==> src/rtl/regfile_pkg.sv <==
// Shared types and default sizes for the register-file read side.
package regfile_pkg;

  localparam int NUM_REGS_DEFAULT  = 32;
  localparam int BIT_WIDTH_DEFAULT = 32;
  localparam int ADDR_WIDTH_DEFAULT = $clog2(NUM_REGS_DEFAULT);

  typedef logic [ADDR_WIDTH_DEFAULT-1:0] reg_addr_t;
  typedef logic [BIT_WIDTH_DEFAULT-1:0]  reg_data_t;

  typedef struct packed {
    reg_data_t   a;
    reg_data_t   b;
    logic [1:0]  err;
  } read_entry_t;

  function automatic logic addr_in_range(input int addr, input int num_regs);
    return (addr < num_regs);
  endfunction

endpackage

==> src/rtl/regfile_read_select.sv <==
// Per-port operand select: range check, same-cycle write bypass and zero-register mux.
// Optional build macro: REGFILE_READ_PORT_ZERO_REG_EN (address 0 reads as zero).
module regfile_read_select
  import regfile_pkg::*;
#(
  parameter int BIT_WIDTH  = BIT_WIDTH_DEFAULT,
  parameter int NUM_REGS   = NUM_REGS_DEFAULT,
  parameter int ADDR_WIDTH = $clog2(NUM_REGS)
) (
  input  logic [NUM_REGS*BIT_WIDTH-1:0] reg_values,
  input  logic [ADDR_WIDTH-1:0]         addr,
  input  logic                          wr_en,
  input  logic [ADDR_WIDTH-1:0]         wr_addr,
  input  logic [BIT_WIDTH-1:0]          wr_data,
  output logic [BIT_WIDTH-1:0]          data,
  output logic                          err
);

`ifdef REGFILE_READ_PORT_ZERO_REG_EN
  localparam logic ZERO_REG_EN = 1'b1;
`else
  localparam logic ZERO_REG_EN = 1'b0;
`endif

  logic [BIT_WIDTH-1:0] slice;
  logic                 in_range;
  logic                 hit;

  // AND-OR mux over the flattened storage, then range/zero/bypass priority
  always_comb begin
    slice = {BIT_WIDTH{1'b0}};
    for (int k = 0; k < NUM_REGS; k++) begin
      slice = slice | ({BIT_WIDTH{addr == ADDR_WIDTH'(k)}} & reg_values[k*BIT_WIDTH +: BIT_WIDTH]);
    end
    in_range = addr_in_range(int'(addr), NUM_REGS);
    hit      = wr_en && (wr_addr == addr);
    err      = 1'b0;
    if (!in_range) begin
      data = {BIT_WIDTH{1'b0}};
      err  = 1'b1;
    end else if (ZERO_REG_EN && (addr == {ADDR_WIDTH{1'b0}})) begin
      data = {BIT_WIDTH{1'b0}};
    end else if (hit) begin
      data = wr_data;
    end else begin
      data = slice;
    end
  end

endmodule

==> src/rtl/regfile_read_port.sv <==
// Paired A/B read port with a 2-entry response buffer and same-cycle write bypass.
// Optional build macro: REGFILE_READ_PORT_ZERO_REG_EN (handled in regfile_read_select).
module regfile_read_port
  import regfile_pkg::*;
#(
  parameter int BIT_WIDTH  = BIT_WIDTH_DEFAULT,
  parameter int NUM_REGS   = NUM_REGS_DEFAULT,
  parameter int ADDR_WIDTH = $clog2(NUM_REGS)
) (
  input  logic                          clk,
  input  logic                          reset,
  input  logic [NUM_REGS*BIT_WIDTH-1:0] reg_values,
  input  logic                          wr_en,
  input  logic [ADDR_WIDTH-1:0]         wr_addr,
  input  logic [BIT_WIDTH-1:0]          wr_data,
  input  logic                          rd_valid,
  output logic                          rd_ready,
  input  logic [ADDR_WIDTH-1:0]         rd_addr_a,
  input  logic [ADDR_WIDTH-1:0]         rd_addr_b,
  output logic                          rsp_valid,
  input  logic                          rsp_ready,
  output logic [BIT_WIDTH-1:0]          rsp_data_a,
  output logic [BIT_WIDTH-1:0]          rsp_data_b,
  output logic [1:0]                    rsp_err
);

  typedef struct packed {
    logic [BIT_WIDTH-1:0] a;
    logic [BIT_WIDTH-1:0] b;
    logic [1:0]           err;
  } entry_t;

  entry_t     entry_q [2];
  entry_t     entry_d [2];
  entry_t     head_q;
  entry_t     head_d;
  entry_t     new_entry;
  logic       wr_ptr_q, wr_ptr_d;
  logic       rd_ptr_q, rd_ptr_d;
  logic [1:0] count_q, count_d;
  logic       rsp_valid_q, rsp_valid_d;
  logic       rd_ready_q, rd_ready_d;
  logic       push;
  logic       pop;

  regfile_read_select #(
    .BIT_WIDTH (BIT_WIDTH),
    .NUM_REGS  (NUM_REGS),
    .ADDR_WIDTH(ADDR_WIDTH)
  ) u_sel_a (
    .reg_values(reg_values),
    .addr      (rd_addr_a),
    .wr_en     (wr_en),
    .wr_addr   (wr_addr),
    .wr_data   (wr_data),
    .data      (new_entry.a),
    .err       (new_entry.err[0])
  );

  regfile_read_select #(
    .BIT_WIDTH (BIT_WIDTH),
    .NUM_REGS  (NUM_REGS),
    .ADDR_WIDTH(ADDR_WIDTH)
  ) u_sel_b (
    .reg_values(reg_values),
    .addr      (rd_addr_b),
    .wr_en     (wr_en),
    .wr_addr   (wr_addr),
    .wr_data   (wr_data),
    .data      (new_entry.b),
    .err       (new_entry.err[1])
  );

  assign push = rd_valid && rd_ready_q;
  assign pop  = rsp_valid_q && rsp_ready;

  // Buffer bookkeeping; outputs are pre-computed from the next head so they come straight from flops
  always_comb begin
    entry_d[0] = entry_q[0];
    entry_d[1] = entry_q[1];
    wr_ptr_d   = wr_ptr_q;
    rd_ptr_d   = rd_ptr_q;
    count_d    = count_q;
    head_d     = head_q;
    if (push) begin
      entry_d[wr_ptr_q] = new_entry;
      wr_ptr_d          = ~wr_ptr_q;
    end else begin
      wr_ptr_d = wr_ptr_q;
    end
    if (pop) begin
      rd_ptr_d = ~rd_ptr_q;
    end else begin
      rd_ptr_d = rd_ptr_q;
    end
    case ({push, pop})
      2'b10:   count_d = count_q + 2'd1;
      2'b01:   count_d = count_q - 2'd1;
      default: count_d = count_q;
    endcase
    // When empty, the last response stays on the outputs
    if (count_d != 2'd0) begin
      head_d = entry_d[rd_ptr_d];
    end else begin
      head_d = head_q;
    end
    rsp_valid_d = (count_d != 2'd0);
    rd_ready_d  = (count_d != 2'd2);
  end

  // State register with synchronous reset
  always_ff @(posedge clk) begin
    if (reset) begin
      entry_q[0]  <= '0;
      entry_q[1]  <= '0;
      head_q      <= '0;
      wr_ptr_q    <= 1'b0;
      rd_ptr_q    <= 1'b0;
      count_q     <= 2'd0;
      rsp_valid_q <= 1'b0;
      rd_ready_q  <= 1'b1;
    end else begin
      entry_q[0]  <= entry_d[0];
      entry_q[1]  <= entry_d[1];
      head_q      <= head_d;
      wr_ptr_q    <= wr_ptr_d;
      rd_ptr_q    <= rd_ptr_d;
      count_q     <= count_d;
      rsp_valid_q <= rsp_valid_d;
      rd_ready_q  <= rd_ready_d;
    end
  end

  assign rd_ready   = rd_ready_q;
  assign rsp_valid  = rsp_valid_q;
  assign rsp_data_a = head_q.a;
  assign rsp_data_b = head_q.b;
  assign rsp_err    = head_q.err;

endmodule

==> config.mk <==
export PLATFORM = sky130hd
export DESIGN_NAME = regfile_read_port
export DESIGN_NICKNAME = d
export VERILOG_FILES = /design/src/rtl/regfile_pkg.sv /design/src/rtl/regfile_read_select.sv /design/src/rtl/regfile_read_port.sv
export SDC_FILE = /design/constraint.sdc
export NUM_CORES = 1
export LEC_CHECK = 0
export BUFFER_PORTS_ARGS = -buffer_cell sky130_fd_sc_hd__buf_2
export CAP_MARGIN = 20
export CORE_AREA = 10 10 436 438
export DETAILED_ROUTE_END_ITERATION = 8
export DIE_AREA = 0 0 446 448
export HOLD_SLACK_MARGIN = 0.03
export PLACE_DENSITY = 0.3
export SLEW_MARGIN = 25
export SYNTH_ARGS = -nofsm -noshare
export SYNTH_HDL_FRONTEND = slang
export SYNTH_HIERARCHICAL = 1
export SYNTH_SLANG_ARGS = --single-unit
==> constraint.sdc <==
create_clock -name clk -period 3.7 [get_ports clk]
set_input_delay 0.37 -clock clk [delete_from_list [all_inputs] [get_ports clk]]
set_output_delay 0.37 -clock clk [all_outputs]
set_load 0.01 [all_outputs]
==> results_dict.tcl <==
set metrics [dict create \
    ys_types 73 \
    grt_pass1_wl_um 481000 \
    num_rows 157 \
    cts_tree "done" \
    cts_root_buf "clkbuf_16" \
    hold_class "input pin to flop" \
    start_util 0.122 \
    status "finished, final reports clean" \
    port-buffer-count 1143 \
    ys_warn_count 6 \
    synthCells 2958 \
    synth_flop_cell "dfxtp_1" \
    cts_sinks 204 \
    fmax_ghz 0.275 \
    grt_max_degree 68 \
    die_w_um 446 \
    rsz0062_at_grt "false" \
    num-fill-cells 20684 \
    drv_slew 0 \
    final_area_um2 35700 \
    cpMaxStageDelayCell "a222oi_1" \
    place_congestion 1.03 \
    syn_area_per_cell_um2 7.52 \
    setup-tns-final_ps 0 \
    worst_pin_slew_ps 1310 \
    ios 1144 \
    wl_met1_um 145000 \
    crit_top_cell "buf_12" \
    start_kind "input pin" \
    grt_pass1_vias 38519 \
    max-cap-violations 0 \
    finClkSkew_ps 43.9 \
    finalNetCount 5330 \
    drc 0 \
    crit_required_ps 4200 \
    finalHoldViolCount 0 \
    cts_buffer_depth 3 \
    netlist.area_leader.share 0.197 \
    crit_chain "buf_4 > buf_12 > nor2b_4 > buf_12 > a222oi_1 > o32ai_1 > a2111oi_2 > nand4_1 > o32a_1 > mux2i_1 > nand2_1 > a32o_1" \
    critical_path_class "input pin to flop" \
    synth-seq-cells 204 \
    core_um2 182000 \
    cts_made_buffers 28 \
    powerDensity_nw_per_um2 347 \
    dr_wl_met3_um 40000 \
    cts_hold_buf 0 \
    fin_crit_ps 3630 \
    critPathCaptureType "flop" \
    finalWirelength_um 397000 \
    syn_nets 4035 \
    async_reset_ff_frac 0 \
    yosys.area.top_type "a22oi_1" \
    drtIter0Drc 6134 \
    syn_area_um2 22200 \
    irDropWorstVdd_v 0.000323 \
    post-route-period-util 0.981 \
    wl_met2_um 173000 \
    post_cts_resized 0 \
    num_vias 40005 \
    ant_nets 0 \
    grt_overflow 0 \
    clk_pin_slew_ps 70 \
    top_layer "met5" \
    synthToLayoutAreaGrowth_pct 60.5 \
    place_inst 6608 \
    fin_cells 6770 \
    synth_area_leaders "a22oi_1 20%, dfxtp_1 18%, mux2i_1 11%" \
    cp.arrival_ps 4130 \
    htree_levels 1 \
    dpl_cell_area_um2 34400 \
    clock_latency_ps 620 \
    post_drt_wl_per_cell_um 58.7 \
    most-common-layout-cells "1132 x buf_2, 582 x a22oi_1, 337 x buf_4" \
    leakage_nw 15.6 \
    hold_slack_ps 174 \
    first_pass_iters 6 \
    hpwl_um 327000 \
    vias_per_cell 5.91 \
    yosysSeqAreaShare 0.184 \
    cts_setup_buffers 0 \
    drive_above_1_share 0.413 \
    grt_usage 0.374 \
    critPathMaxFanout 37 \
    fp.dieH_um 448 \
    final_common_cell "buf_2" \
    antenna_found_initial 236 \
    die_area_um2 200000 \
    postLayoutCoreUtil 0.196 \
    max_stage_delay_ps 790 \
    setup_violations 0 \
    synth-edff-count 0 \
    slew_headroom 0.126 \
]
[through the flow]
stage	power (mW)	setup WS, ps
floorplan	4.99	1130
global placement	9.23	-393
detailed placement	9.19	-376
CTS	12.3	263
global route	12.6	148
finish	12.4	69.5
[worst max-delay path: cells and delay by family]
| family | cells | cell delay [ps] |
|---|---|---|
| compound gates | 5 | 2260 |
| mux | 1 | 200 |
| simple gates | 3 | 490 |
| buf+inv | 3 | 770 |
[final cells by class]
cell class	count	area (um2)	share of cell area
multi-input cells	2450	17300	0.485
flip-flops and latches	204	4080	0.114
inverters	9	33.8	0.000947
clock buffers	42	833	0.0234
clock inverters	10	170	0.00477
well taps	2385	2980	0.0836
diodes	110	275	0.00771
repair buffers	1560	9990	0.280
[state kept, by name, indices dropped and copies added, names as in the netlist]
| signal | cells |
|---|---|
| rsp_data_b | 32 |
| rsp_data_a | 32 |
| rd_ready | 1 |
| entry_q | 132 |
| wr_ptr_q | 1 |
| rsp_valid | 1 |
| count_q | 2 |
| rsp_err | 2 |
| rd_ptr_q | 1 |
[final timing paths]
| kind | start | endpoint | slack, ps | cells after the start |
|---|---|---|---|---|
| max | rd_addr_a[0] | rsp_data_a[22] | 70 | 12 |
| min | rd_valid | wr_ptr_q | 170 | 4 |
| max reg2reg | rsp_valid | rsp_data_b[0] | 970 | 8 |
| min reg2reg | rsp_data_b[24] | rsp_data_b[24] | 470 | 1 |
[kinds of logic after synthesis]
family          synth area share
other cells             0.000338
compound gates             0.393
fa+ha+maj               0.000563
buf+inv                   0.0666
xor+xnor                 0.00591
flops                      0.184
simple gates               0.206
mux                        0.143
[cells in the mapped netlist, types with 12 or more instances]
master,n
a2111oi_0,14
a211oi_1,16
a21oi_1,84
a221oi_1,64
a22o_1,87
a22oi_1,582
a31oi_1,37
a32o_1,72
a32oi_1,23
and3_1,12
buf_1,12
buf_2,155
buf_4,29
clkbuf_1,94
dfxtp_1,204
mux2_2,41
mux2i_1,254
nand2_1,321
nand3_1,61
nand4_1,87
nor2_1,311
nor2b_1,22
nor3_1,74
nor4_1,20
o21ai_0,32
o22ai_1,15
o2bb2ai_1,14
o32a_1,22
[layer usage]
metal,vias to the layer above,GRT usage
met2,3781,0.582
met1,20225,0.421
met5,-,0
li1,14569,-
met4,114,0.293
met3,1316,0.123
[power by group]
group / switching [mW] / leakage [nW] / internal (mW)
clock network: 1.24 / 0.486 / 1.83
registers: 0.286 / 1.67 / 2.59
logic: 4.43 / 13.4 / 2.00
total: 5.95 / 15.6 / 6.42
Note: power is estimated with default switching activity, not from simulation.
